[src/rtl/time_set_ctrl_if.sv]
// Button, current-time and load/display bundle between the front panel and the
// time-setting controller. The controller takes the slave side.
interface time_set_ctrl_if;
  logic       i_btn_mode;
  logic       i_btn_inc;
  logic [7:0] i_cur_hh;
  logic [7:0] i_cur_mm;
  logic [7:0] i_cur_ss;
  logic       i_cur_pm;
  logic       o_load;
  logic [7:0] o_hh;
  logic [7:0] o_mm;
  logic [7:0] o_ss;
  logic       o_pm;
  logic       o_setting;
  logic [1:0] o_field;
  logic       o_blink;

  modport master (
    output i_btn_mode, i_btn_inc, i_cur_hh, i_cur_mm, i_cur_ss, i_cur_pm,
    input  o_load, o_hh, o_mm, o_ss, o_pm, o_setting, o_field, o_blink
  );

  modport slave (
    input  i_btn_mode, i_btn_inc, i_cur_hh, i_cur_mm, i_cur_ss, i_cur_pm,
    output o_load, o_hh, o_mm, o_ss, o_pm, o_setting, o_field, o_blink
  );
endinterface

[src/rtl/time_set_ctrl.sv]
// Front-panel HH:MM:SS time-setting controller: debounced MODE/INC buttons walk
// the hour, minute and second fields, then issue a one-cycle load to the clock.
module time_set_ctrl #(
  parameter int DEBOUNCE_CYCLES = 250000,
  parameter int BLINK_DIV       = 12500000
) (
  input  logic           i_clk,
  input  logic           i_rst,
  time_set_ctrl_if.slave bus
);

  localparam int DB_W = $clog2(DEBOUNCE_CYCLES + 1);
  localparam int BL_W = $clog2(BLINK_DIV + 1);
  localparam logic [DB_W-1:0] DB_LAST = DB_W'(DEBOUNCE_CYCLES - 1);
  localparam logic [BL_W-1:0] BL_LAST = BL_W'(BLINK_DIV - 1);

  typedef enum logic [2:0] {RUN, SET_HH, SET_MM, SET_SS, COMMIT} state_t;

  // Bit 0 = MODE, bit 1 = INC
  logic [1:0] btn_raw;
  logic [1:0] press;

  assign btn_raw = {bus.i_btn_inc, bus.i_btn_mode};

  generate
    for (genvar gi = 0; gi < 2; gi++) begin : g_btn
      logic            sync1_reg;
      logic            sync2_reg;
      logic            level_reg;
      logic            level_d_reg;
      logic            press_reg;
      logic [DB_W-1:0] cnt_reg;

      always_ff @(posedge i_clk or posedge i_rst) begin
        if (i_rst) begin
          sync1_reg   <= 1'b0;
          sync2_reg   <= 1'b0;
          level_reg   <= 1'b0;
          level_d_reg <= 1'b0;
          press_reg   <= 1'b0;
          cnt_reg     <= '0;
        end else begin
          sync1_reg   <= btn_raw[gi];
          sync2_reg   <= sync1_reg;
          level_d_reg <= level_reg;
          press_reg   <= level_reg & ~level_d_reg;
          if (sync2_reg == level_reg) begin
            cnt_reg <= '0;
          end else if (cnt_reg == DB_LAST) begin
            // This edge completes the run of identical differing samples
            level_reg <= sync2_reg;
            cnt_reg   <= '0;
          end else begin
            cnt_reg <= cnt_reg + 1'b1;
          end
        end
      end

      assign press[gi] = press_reg;
    end
  endgenerate

  logic mode_press;
  logic inc_press;

  assign mode_press = press[0];
  // Mode wins over a coincident inc pulse
  assign inc_press  = press[1] & ~press[0];

  function automatic logic hh_valid(input logic [7:0] v);
    return ((v[7:4] == 4'd0) && (v[3:0] >= 4'd1) && (v[3:0] <= 4'd9)) ||
           ((v[7:4] == 4'd1) && (v[3:0] <= 4'd2));
  endfunction

  function automatic logic sixty_valid(input logic [7:0] v);
    return (v[7:4] <= 4'd5) && (v[3:0] <= 4'd9);
  endfunction

  function automatic logic [7:0] hh_inc(input logic [7:0] v);
    if (v == 8'h12)        return 8'h01;
    else if (v == 8'h09)   return 8'h10;
    else                   return v + 8'h01;
  endfunction

  function automatic logic [7:0] sixty_inc(input logic [7:0] v);
    if (v == 8'h59)             return 8'h00;
    else if (v[3:0] == 4'd9)    return {v[7:4] + 4'd1, 4'd0};
    else                        return v + 8'h01;
  endfunction

  state_t     state_reg, state_next;
  logic [7:0] hh_reg, hh_next;
  logic [7:0] mm_reg, mm_next;
  logic [7:0] ss_reg, ss_next;
  logic       pm_reg, pm_next;
  logic       enter_hh;

  always_ff @(posedge i_clk or posedge i_rst) begin
    if (i_rst) begin
      state_reg <= RUN;
      hh_reg    <= 8'h12;
      mm_reg    <= 8'h00;
      ss_reg    <= 8'h00;
      pm_reg    <= 1'b0;
    end else begin
      state_reg <= state_next;
      hh_reg    <= hh_next;
      mm_reg    <= mm_next;
      ss_reg    <= ss_next;
      pm_reg    <= pm_next;
    end
  end

  always_comb begin
    state_next = state_reg;
    hh_next    = hh_reg;
    mm_next    = mm_reg;
    ss_next    = ss_reg;
    pm_next    = pm_reg;
    enter_hh   = 1'b0;
    case (state_reg)
      RUN: begin
        if (mode_press) begin
          state_next = SET_HH;
          enter_hh   = 1'b1;
          hh_next    = hh_valid(bus.i_cur_hh)    ? bus.i_cur_hh : 8'h12;
          mm_next    = sixty_valid(bus.i_cur_mm) ? bus.i_cur_mm : 8'h00;
          ss_next    = sixty_valid(bus.i_cur_ss) ? bus.i_cur_ss : 8'h00;
          pm_next    = bus.i_cur_pm;
        end
      end
      SET_HH: begin
        if (mode_press) begin
          state_next = SET_MM;
        end else if (inc_press) begin
          hh_next = hh_inc(hh_reg);
          if (hh_reg == 8'h11) pm_next = ~pm_reg;
        end
      end
      SET_MM: begin
        if (mode_press)     state_next = SET_SS;
        else if (inc_press) mm_next = sixty_inc(mm_reg);
      end
      SET_SS: begin
        if (mode_press)     state_next = COMMIT;
        else if (inc_press) ss_next = 8'h00;
      end
      COMMIT:  state_next = RUN;
      default: state_next = RUN;
    endcase
  end

  logic [BL_W-1:0] blink_cnt_reg;
  logic            phase_reg;

  always_ff @(posedge i_clk or posedge i_rst) begin
    if (i_rst) begin
      blink_cnt_reg <= '0;
      phase_reg     <= 1'b0;
    end else if (enter_hh) begin
      // Restart so the edited digit is visible for a full first half-period
      blink_cnt_reg <= '0;
      phase_reg     <= 1'b1;
    end else if (blink_cnt_reg == BL_LAST) begin
      blink_cnt_reg <= '0;
      phase_reg     <= ~phase_reg;
    end else begin
      blink_cnt_reg <= blink_cnt_reg + 1'b1;
    end
  end

  logic       setting;
  logic [1:0] field;

  always_comb begin
    setting = 1'b0;
    field   = 2'd0;
    case (state_reg)
      SET_HH: begin setting = 1'b1; field = 2'd1; end
      SET_MM: begin setting = 1'b1; field = 2'd2; end
      SET_SS: begin setting = 1'b1; field = 2'd3; end
      default: begin setting = 1'b0; field = 2'd0; end
    endcase
  end

  assign bus.o_load    = (state_reg == COMMIT);
  assign bus.o_hh      = hh_reg;
  assign bus.o_mm      = mm_reg;
  assign bus.o_ss      = ss_reg;
  assign bus.o_pm      = pm_reg;
  assign bus.o_setting = setting;
  assign bus.o_field   = field;
  assign bus.o_blink   = phase_reg & setting;

endmodule

[src/flat_wrapper.sv]
// flat-port wrapper written by rule: the top's interface ports become plain ports
module time_set_ctrl_flat 
#(
  parameter int DEBOUNCE_CYCLES = 250000,
  parameter int BLINK_DIV       = 12500000
)
  (i_clk, i_rst, bus_i_btn_mode, bus_i_btn_inc, bus_i_cur_hh, bus_i_cur_mm, bus_i_cur_ss, bus_i_cur_pm, bus_o_load, bus_o_hh, bus_o_mm, bus_o_ss, bus_o_pm, bus_o_setting, bus_o_field, bus_o_blink);
  time_set_ctrl_if bus_i ();
  input  logic i_clk;
  input  logic i_rst;
  input wire logic [$bits(bus_i.i_btn_mode)-1:0] bus_i_btn_mode;
  input wire logic [$bits(bus_i.i_btn_inc)-1:0] bus_i_btn_inc;
  input wire logic [$bits(bus_i.i_cur_hh)-1:0] bus_i_cur_hh;
  input wire logic [$bits(bus_i.i_cur_mm)-1:0] bus_i_cur_mm;
  input wire logic [$bits(bus_i.i_cur_ss)-1:0] bus_i_cur_ss;
  input wire logic [$bits(bus_i.i_cur_pm)-1:0] bus_i_cur_pm;
  output wire logic [$bits(bus_i.o_load)-1:0] bus_o_load;
  output wire logic [$bits(bus_i.o_hh)-1:0] bus_o_hh;
  output wire logic [$bits(bus_i.o_mm)-1:0] bus_o_mm;
  output wire logic [$bits(bus_i.o_ss)-1:0] bus_o_ss;
  output wire logic [$bits(bus_i.o_pm)-1:0] bus_o_pm;
  output wire logic [$bits(bus_i.o_setting)-1:0] bus_o_setting;
  output wire logic [$bits(bus_i.o_field)-1:0] bus_o_field;
  output wire logic [$bits(bus_i.o_blink)-1:0] bus_o_blink;
  assign bus_i.i_btn_mode = bus_i_btn_mode;
  assign bus_i.i_btn_inc = bus_i_btn_inc;
  assign bus_i.i_cur_hh = bus_i_cur_hh;
  assign bus_i.i_cur_mm = bus_i_cur_mm;
  assign bus_i.i_cur_ss = bus_i_cur_ss;
  assign bus_i.i_cur_pm = bus_i_cur_pm;
  assign bus_o_load = bus_i.o_load;
  assign bus_o_hh = bus_i.o_hh;
  assign bus_o_mm = bus_i.o_mm;
  assign bus_o_ss = bus_i.o_ss;
  assign bus_o_pm = bus_i.o_pm;
  assign bus_o_setting = bus_i.o_setting;
  assign bus_o_field = bus_i.o_field;
  assign bus_o_blink = bus_i.o_blink;
  time_set_ctrl #(.DEBOUNCE_CYCLES(DEBOUNCE_CYCLES), .BLINK_DIV(BLINK_DIV)) u_core (.i_clk(i_clk), .i_rst(i_rst), .bus(bus_i));
endmodule
[config.mk]
export PLATFORM = sky130hd
export DESIGN_NAME = time_set_ctrl_flat
export DESIGN_NICKNAME = d
export VERILOG_FILES = /design/src/rtl/time_set_ctrl_if.sv /design/src/rtl/time_set_ctrl.sv /design/src/flat_wrapper.sv
export SDC_FILE = /design/constraint.sdc
export NUM_CORES = 1
export LEC_CHECK = 0
export CAP_MARGIN = 5
export CORE_MARGIN = 8
export CORE_UTILIZATION = 56
export CTS_BUF_LIST = sky130_fd_sc_hd__clkbuf_8 sky130_fd_sc_hd__clkbuf_16
export DETAILED_ROUTE_END_ITERATION = 6
export PLACE_DENSITY = 0.83
export SETUP_SLACK_MARGIN = 0.02
export SLEW_MARGIN = 20
export SYNTH_ARGS = -nofsm -noshare
export SYNTH_HDL_FRONTEND = slang
export SYNTH_SLANG_ARGS = --single-unit
[constraint.sdc]
create_clock -name i_clk -period 3.8 [get_ports i_clk]
set_input_delay 0.38 -clock i_clk [delete_from_list [all_inputs] [get_ports i_clk]]
set_output_delay 0.38 -clock i_clk [all_outputs]
set_load 0.02 [all_outputs]
# [Word level (Yosys, flattened, before mapping)]
# Index checks and enable logic that the tools add are counted.
[totals] ff_bits=99 inputBits=29 output_inout_bits=30
[op_classes] n_addsub=6 order_cmp=7 n_eq_ne=26 mux=41 bitwise=11 n_reduce_logical=20
[op_table] cell="$mux W8" count=16
[op_table] cell="$mux W18" count=4
[op_table] cell="$mux W24" count=2
[op_table] cell="$pmux W8 S2" count=3
[op_table] cell="$add A18 B1 Y18 const B" count=2
[op_table] cell="$eq A18 B18 Y1 const B" count=2
[op_table] cell="$add A24 B1 Y24 const B" count=1
[op_table] cell="$eq A24 B24 Y1 const B" count=1
[op_table] cell="$add A8 B1 Y8 const B" count=2
[op_table] cell="$eq A8 B5 Y1 const B" count=2
[op_table] cell="$ne A2 B1 Y1 const B" count=8
[op_table] cell="$reduce_and A4 Y1" count=4
[op_table] cell="$le A4 B4 Y1 const B" count=3
[op_table] cell="$mux W3" count=4
[op_table] cell="$pmux W3 S4" count=1
[op_table] cell="$mux W1" count=9
[op_table] cell="$eq A8 B4 Y1 const B" count=1
[op_table] cell="$eq A8 B7 Y1 const B" count=1
[op_table] cell="$le A4 B3 Y1 const B" count=2
[op_table] cell="$reduce_bool A2 Y1" count=4
[op_table] cell="$not A1 Y1" count=7
[op_table] cell="$eq A3 B2 Y1 const B" count=2
[op_table] cell="$ne A2 B2 Y1 const B" count=3
[op_table] cell="$pmux W2 S3" count=1
[op_table] cell="17 further kinds" count=26

# [Longest topological paths before layout]
[logic_depth] depth_word=7 depth_mapped=7 depth_no_buf=7

# [Worst setup path after synthesis]
# Ideal clock, no wire load.
[synth_timing] path_type="register to register" start="register u_core.hh_reg[1] (netlist: u_core.bus.o_hh[1])" end="register u_core.hh_reg[6] (netlist: u_core.bus.o_hh[6])" arrival_ns=1.730 slack_ns=2.001 stages_incl_launch_ff=8 period_less_slack_ns=1.799 path_cell_list="dfstp_2 -> inv_1 -> ha_1 -> nand3b_1 -> a21oi_1 -> nand2b_4 -> or4_1 -> nand3_1"
[synth_between] elab_chain_len=6 word_cells_on_any_way=8
[synth_lines] item="start, declared" line="time_set_ctrl.sv:92" text="logic [7:0] hh_reg, hh_next;"
[synth_lines] item="start signal, assigned" line="time_set_ctrl.sv:107" text="hh_reg <= hh_next;"
[synth_lines] item="$add A8 B1 Y8 / $eq A8 B4 Y1 (equally long branches)" line="time_set_ctrl.sv:82, time_set_ctrl.sv:81"
[synth_lines] item="$mux W8" line="time_set_ctrl.sv:81" text="else if (v == 8'h09) return 8'h10;"
[synth_lines] item="$mux W8 (*)" line="time_set_ctrl.sv:80" text="if (v == 8'h12) return 8'h01;"
[synth_lines] item="$mux W8 (*)" line="time_set_ctrl.sv:135" text="end else if (inc_press) begin"
[synth_lines] item="$mux W8 (*)" line="time_set_ctrl.sv:133" text="if (mode_press) begin"
[synth_lines] item="$pmux W8 S2 (*)" line="time_set_ctrl.sv:121" text="case (state_reg)"
# Mark *: on every way between the ends. The rest lies on a longest branch, timed or not. The select of a mux whose other input is x is not followed.
# A chain may end at the register's enable or synchronous reset.

# [Final worst setup path]
[layout_timing] start="register u_core.state_reg[1]" end="output bus_o_blink"
[layout_between] elab_chain_len=4 word_cells_on_any_way=6
[layout_lines] item="start, declared" line="time_set_ctrl.sv:91" text="state_t state_reg, state_next;"
[layout_lines] item="start signal, assigned" line="time_set_ctrl.sv:106" text="state_reg <= state_next;"
[layout_lines] item="$eq A3 B1 Y1, or another cell as far along" line="time_set_ctrl.sv:178" text="case (state_reg)"
[layout_lines] item="$reduce_or A3 Y1 (no line) (*)"
[layout_lines] item="$mux W1 (*)" line="time_set_ctrl.sv:178"
[layout_lines] item="$and A1 B1 Y1 (*)" line="time_set_ctrl.sv:193" text="assign bus.o_blink = phase_reg & setting;"
[layout_lines] item="end, declared" line="flat_wrapper.sv:24" text="output wire logic [$bits(bus_i.o_blink)-1:0] bus_o_blink;"
# Mark *: on every way between the ends. The rest lies on a longest branch, timed or not.

==> flow_metrics.env <==
export IMPL_status="finished, final reports clean"
export IMPL_power_density_nw_per_um2=328
export IMPL_cpMaxStageDelayCell="dfrtp_1"
export IMPL_cp_common_cell="nor2_1"
export IMPL_syn_area_um2=5080
export IMPL_ys_seq_area_share_pct=48.8
export IMPL_synth_top_cell_by_area="dfrtp_1"
export IMPL_startpoint_type="flip-flop"
export IMPL_track_usage_pct=16.8
export IMPL_multi_input_area_um2=2450
export IMPL_synth_fa_ha_area_share_pct=2.46
export IMPL_start_util_pct=57.9
export IMPL_setup_violations=0
export IMPL_place_gp_congestion=0.832
export IMPL_dieArea_um2=12400
export IMPL_synth_simple_gate_area_share_pct=27.4
export IMPL_path_clk_slew_ns=0.09
export IMPL_relSlewSlack_pct=35.9
export IMPL_worst_pin_slew_ns=0.955
export IMPL_numCtsBuffers=9
export IMPL_regArea_um2=2480
export IMPL_wire_per_inst_um=14.9
export IMPL_final_min_clock_period_ns=2.33
export IMPL_wirelength_um=10400
export IMPL_vias=3978
export IMPL_yosys_warnings=0
export IMPL_cp_top_family="flip-flops"
export IMPL_drive_above_1_share_pct=6.13
export IMPL_synth_area_top_cells="dfrtp_1 (48%), nor2_1 (6.9%), xor2_1 (6.6%), nand2_1 (3.6%), xnor2_1 (3.6%)"
export IMPL_finalNetCount=621
export IMPL_path_buf_inv=1
export IMPL_avgSynthCellArea_um2=9.65
export IMPL_criticalPathCategory="reg -> out"
export IMPL_p_total_uw=1950
export IMPL_die_y_um=111
export IMPL_drt_first_iter_violations=235
export IMPL_cts_max_level=3
export IMPL_tns_ns=0
export IMPL_root_buffer="clkbuf_8"
export IMPL_cp_arrival_ns=1.95
export IMPL_portBuffers=58
export IMPL_n_antenna_cell=0
export IMPL_synth_top_family_by_area="simple AND/OR/NAND/NOR gates"
export IMPL_hold_viol=0
export IMPL_antenna_found_initial=0
export IMPL_ant_nets=0
export IMPL_n_fill_cell=660
export IMPL_clkSinkCount=99
export IMPL_synth_compound_area_share_pct=7.47
export IMPL_synth_xor_area_share_pct=10.2
export IMPL_cp_max_fo=11
export IMPL_via_per_inst=5.72
export IMPL_cpPeakStageDelay_ns=0.60
export IMPL_clock_skew_ns=0.0175
export IMPL_maxSlewViolCount=0
export IMPL_dpl_hpwl_um=7370
export IMPL_synth_enable_flop_cells=0
export IMPL_rsz0062_at_grt="false"
export IMPL_overflow=0
export IMPL_grt_pass1_vias=3909
export IMPL_syn_num_nets=565
export IMPL_p_leak_uw=0.00262
export IMPL_cts_tree="done"
export IMPL_final_period_utilization_pct=61.2
export IMPL_netlist_area_leader_share_pct=47.8
export IMPL_cts_repair_resized=0
export IMPL_timing_fmax_mhz=430
export IMPL_clock_latency_ns=0.36
export IMPL_synth_seq_cells=99
export IMPL_cts_buffer_depth=2
export IMPL_grt_pass1_wl_um=17900
export IMPL_die_x_um=111
export IMPL_ys_flop_type="dfrtp_1"
export IMPL_postCtsHoldBufs=0
export IMPL_hp_class="reg -> reg"
export IMPL_largest_reg_flops=36
export IMPL_rows=34
export IMPL_dr_pass1_iters=5
export IMPL_cts_setup_buffers=0
export IMPL_grt_max_degree=57
export IMPL_peakVddDrop_uv=247
export IMPL_ys_async_sr_fraction_pct=100
export IMPL_ys_types=60
export IMPL_max_cap_viol_count=0
export IMPL_cp_cell_sequence="nor2_1, nor2_1, and2_1, clkdlybuf4s50_1"
export IMPL_critical_path_required_ns=3.42
export IMPL_pin_count=59
export IMPL_synthMuxAreaShare_pct=0.838
export IMPL_critPathCaptureType="output pin"
export IMPL_design_core_area_um2=8760
export IMPL_syn_to_final_growth_pct=17.1
export IMPL_syn_inst=526
export IMPL_drc_errors=0
==> where the power goes <==
group	internal, uW	switching, uW
combinational	37.7	45.6
sequential	1060	6.47
clock	439	362
total	1540	414
==> final cells by class <==
type | instances | share of cell area, %
well taps | 108 | 2.27
clock inverters | 7 | 1.96
clock buffers | 9 | 2.08
inverters | 10 | 0.674
flip-flops and latches | 99 | 41.7
multi-input cells | 402 | 41.3
repair buffers | 60 | 10.0
==> Yosys cell counts, drive strengths merged (4+ instances only) <==
library cell and number:
and4 8, a21oi 14, o21ai 32, nand2 50, inv 10, buf 12
ha 10, nand4 13, nor3 9, and2 5, nor2b 4, nor4 11
and3 13, nand3 28, xnor2 21, nand3b 8, dfrtp 97, nor3b 5
nand2b 4, xor2 38, nor2 93
==> through the flow <==
stage	setup WS (ns)	instances	utilization [%]	instance area, um^2	hold slack [ns]
2_1_floorplan	0.833	526	-	5080	0.331
3_3_place_gp	1.78	679	65.1	5700	0.336
3_5_place_dp	1.68	679	65.1	5700	0.339
4_1_cts	1.46	695	67.8	5940	0.359
5_1_grt	1.35	695	67.8	5940	0.374
6_report	1.47	695	67.8	5940	0.356
==> final timing paths <==
| path | cells past startpoint | slack (ns) | from | endpoint |
|---|---|---|---|---|
| worst max-delay path | 4 | 1.47 | u_core.state_reg[1] | bus_o_blink |
| worst max register to register | 5 | 1.69 | u_core.blink_cnt_reg[0] | u_core.blink_cnt_reg[10] |
| max in group asynchronous | 3 | 2.55 | i_rst | u_core.g_btn[0].cnt_reg[3] |
| worst min register to register | 0 | 0.36 | u_core.g_btn[0].sync1_reg | u_core.g_btn[0].sync2_reg |
| min in group asynchronous | 2 | 0.48 | i_rst | u_core.blink_cnt_reg[13] |
| worst min-delay path | 0 | 0.36 | u_core.g_btn[0].sync1_reg | u_core.g_btn[0].sync2_reg |
==> per-layer routing <==
| layer | track usage [%] | part of all wire, % |
|---|---|---|
| met1 | 21.2 | 47 |
| met2 | 27.7 | 48 |
| met3 | 3.68 | 4.8 |
| met4 | 5.78 | 0.89 |
| met5 | 0 | 0 |
==> worst register-to-register path: cells and delay by family, from the launching register on <==
kind	cells	cell delay, ns
and+or+nand+nor	4	1.36
adders and majority gates	1	0.22
DFF	1	0.39
==> logic make-up (layout without fill, tap and decap cells) <==
| family | Yosys count | in the layout |
|---|---|---|
| and+or+nand+nor | 264 | 264 |
| AOI/OAI and AO/OA | 65 | 65 |
| DFF | 99 | 99 |
| buffers and inverters | 25 | 86 |
| adders and majority gates | 10 | 10 |
| xor gates and xnor gates | 59 | 59 |
| muxes | 4 | 4 |
==> layout by cell type, fill, tap and decap left out, drive strengths merged, types with 3 or more instances in the layout <==
cell           count
bufinv             3
o21ai             32
nand4             13
nor4              11
and2               5
clkbuf             9
xor2              38
nor2              93
nand2b             4
clkdlybuf4s50     58
nand3b             8
nor2b              4
ha                10
and4               8
inv               13
nand3             28
nor3b              5
nor3               9
nand2             50
a21oi             14
and2b              3
and3              13
xnor2             21
dfrtp             97
Power figures use the tool's default switching activity.
==> RTL edit, RTL diff (same settings) <==
`DEBOUNCE_CYCLES` is set to 250000 in 2 places; all go to 125000.
--- a/src/rtl/time_set_ctrl.sv
+++ b/src/rtl/time_set_ctrl.sv
@@ -1,7 +1,7 @@
 // Front-panel HH:MM:SS time-setting controller: debounced MODE/INC buttons walk
 // the hour, minute and second fields, then issue a one-cycle load to the clock.
 module time_set_ctrl #(
-  parameter int DEBOUNCE_CYCLES = 250000,
+  parameter int DEBOUNCE_CYCLES = 125000,
   parameter int BLINK_DIV       = 12500000
 ) (
   input  logic           i_clk,
--- a/src/flat_wrapper.sv
+++ b/src/flat_wrapper.sv
@@ -1,7 +1,7 @@
 // flat-port wrapper written by rule: the top's interface ports become plain ports
 module time_set_ctrl_flat 
 #(
-  parameter int DEBOUNCE_CYCLES = 250000,
+  parameter int DEBOUNCE_CYCLES = 125000,
   parameter int BLINK_DIV       = 12500000
 )
   (i_clk, i_rst, bus_i_btn_mode, bus_i_btn_inc, bus_i_cur_hh, bus_i_cur_mm, bus_i_cur_ss, bus_i_cur_pm, bus_o_load, bus_o_hh, bus_o_mm, bus_o_ss, bus_o_pm, bus_o_setting, bus_o_field, bus_o_blink);
Check against the original RTL: same outputs for any inputs over 10 cycles, from zero or initial values and one cycle with i_rst high; that may be too few to reach the edited logic, so the function may still have changed.
==> RTL edit against the unedited design <==
  * Cell count decreased by 2.4%
  * Combinational power up 2.8%
  * Design area down 3.8%
  * Utilization shrank 1.3 points
  * Power is 9.8% lower
  * Setup slack got worse by 17 ps
  * Area after synthesis is 3.4% lower
  * Sequential cell count fell by 2
  * Wire length fell by 3.7%
==> RTL edit: results (changes against the unedited design) <==
Outcome:
- Result of the run: finished clean (unchanged).

Worst setup path:
- The terminus of the critical flop-to-flop path is u_core.blink_cnt_reg[12]$_DFF_PP0_ (was u_core.blink_cnt_reg[10]$_DFF_PP0_).
- The startpoint of the worst register-to-register path is u_core.g_btn[0].press_reg$_DFF_PP0_ (was u_core.blink_cnt_reg[0]$_DFF_PP0_).
- The register-to-register setup slack is 1460 ps (was 1690 ps).
- The maximum fanout along the worst path is 23 (was 11).
- The worst endpoint required time is 4010 ps (was 3420 ps).

Routing:
- The count of vias placed by the detailed router came to 3784 (was 3978).
- The routed wire length on met2 was 4710 um (was 4960 um).
- The routed length on met3 was 495 um (was 499 um).
- The detailed-routing iteration count for the pre-antenna-repair pass came to 4 (was 5).
- The routed metal-1 wirelength is 4670 um (was 4820 um).

STA:
- The worst slew margin relative to its limit is 39.3% (was 35.9%).
- The post-route worst hold slack is 352 ps (was 356 ps).
- The setup clock skew after layout is 8.96 ps (was 17.5 ps).

Global routing:
- The overall global routing resource usage is 17.3% (was 16.8%).
- The maximum number of pins on one net before global-route repair is 98 (was 57).
- The number of global-route vias before repair is 3669 (was 3909).
- The met1 usage came to 22.4% (was 21.2%).
- The wire length of the first global-routing pass came to 16900 um (was 17900 um).
- The met3 global-route usage is 3.69% (was 3.68%).
- The met2 usage is 28.5% (was 27.7%).

Power and ir drop:
- The worst vdd rail ir drop is 0.000242 V (was 0.000247 V).
- The total power after layout came to 0.00176 W (was 0.00195 W).
- The static leakage is 2.51 nW (was 2.62 nW).
- The power consumed by combinational cells is 0.0000856 W (was 0.0000833 W).
- The cell-internal power is 0.00137 W (was 0.00154 W).

Final layout:
- The number of flip-flops in the largest register came to 34 (was 36).
- The share of layout cells above drive strength 1 was 4.91% (was 6.13%).
- The final-stage net count is 604 (was 621).
- The layout overhead on the synthesized area was 16.6% (was 17.1%).
- The fraction of cell area in non-clock buffers came to 10.5% (was 10.0%).
- The area used by multi-input combinational logic was 0.00232 mm^2 (was 0.00245 mm^2).
- The clock network contribution to total cell area is 3.15% (was 4.04%).
- The non-clock inverter count in the final layout is 13 (was 10).
- The number of combinational gates with multiple inputs is 385 (was 402).
- The filler cell count is 672 (was 660).
- The final instance count without filler cells is 678 (was 695).

Placement:
- The post-place instance area is 0.00554 mm^2 (was 0.00570 mm^2).
- The worst slack after detailed placement is 1440 ps (was 1680 ps).
- The total placed cells including tap cells is 662 (was 679).
- The detailed placement HPWL is 7100 um (was 7370 um).

Synth:
- The synthesized net count was 551 (was 565).
- Leading post-synthesis cells by cell area: sky130_fd_sc_hd__dfrtp_1 (48%), sky130_fd_sc_hd__xor2_1 (7.1%), sky130_fd_sc_hd__nor2_1 (6.7%) (was sky130_fd_sc_hd__dfrtp_1 (48%), sky130_fd_sc_hd__nor2_1 (6.9%), sky130_fd_sc_hd__xor2_1 (6.6%)).
- The mean instance size in the synthesized netlist came to 9.58 um^2 (was 9.65 um^2).
- The distinct cell type count after synthesis is 54 (was 60).

Floorplanning:
- The die span in x was 110 um (was 111 um).

CTS:
- The clock sink total is 97 (was 99).
## RTL edit: changes by cell type after synthesis, sizes merged, moves of 3 or more
cell	change
a211o	+3
and4	-6
inv	+3
nand2	-4
nand2b	+4
nand3	+3
nand3b	-3
nand4	+4
nor2	-6
nor3b	-5
o21ai	-9
## RTL edit: worst max-delay path by stage
stage                                                    from                            endpoint  cells past startpoint  slack (ps)
after floorplan                                         i_rst   u_core.blink_cnt_reg[0]$_DFF_PP0_                      1         890
after global placement        u_core.state_reg[0]$_DFFE_PP0P_  u_core.blink_cnt_reg[21]$_DFF_PP0_                      5        1630
after detailed placement  u_core.g_btn[0].press_reg$_DFF_PP0_  u_core.blink_cnt_reg[12]$_DFF_PP0_                      5        1440
after CTS                 u_core.g_btn[0].press_reg$_DFF_PP0_  u_core.blink_cnt_reg[12]$_DFF_PP0_                      5        1440
after global routing      u_core.g_btn[0].press_reg$_DFF_PP0_  u_core.blink_cnt_reg[12]$_DFF_PP0_                      5        1300
final                     u_core.g_btn[0].press_reg$_DFF_PP0_  u_core.blink_cnt_reg[12]$_DFF_PP0_                      5        1460
## RTL edit: critical path: stages, from the launching register on
cell	delay, ps
sky130_fd_sc_hd__dfrtp_1	470
sky130_fd_sc_hd__nand3b_1	250
sky130_fd_sc_hd__a211o_1	450
sky130_fd_sc_hd__nor2_1	240
sky130_fd_sc_hd__or2_1	660
sky130_fd_sc_hd__nor2_1	140
## RTL edit: cell families (layout without fill, tap and decap cells)
logic type | count (synthesis) | count (layout) | synth area share (%)
xor+xnor | 59 | 59 | 10.5
simple gates | 248 | 248 | 25.1
fa+ha+maj | 10 | 10 | 2.55
flops | 97 | 97 | 49.5
mux | 5 | 5 | 1.07
compound gates | 63 | 63 | 8.14
buf+inv | 30 | 88 | 3.11
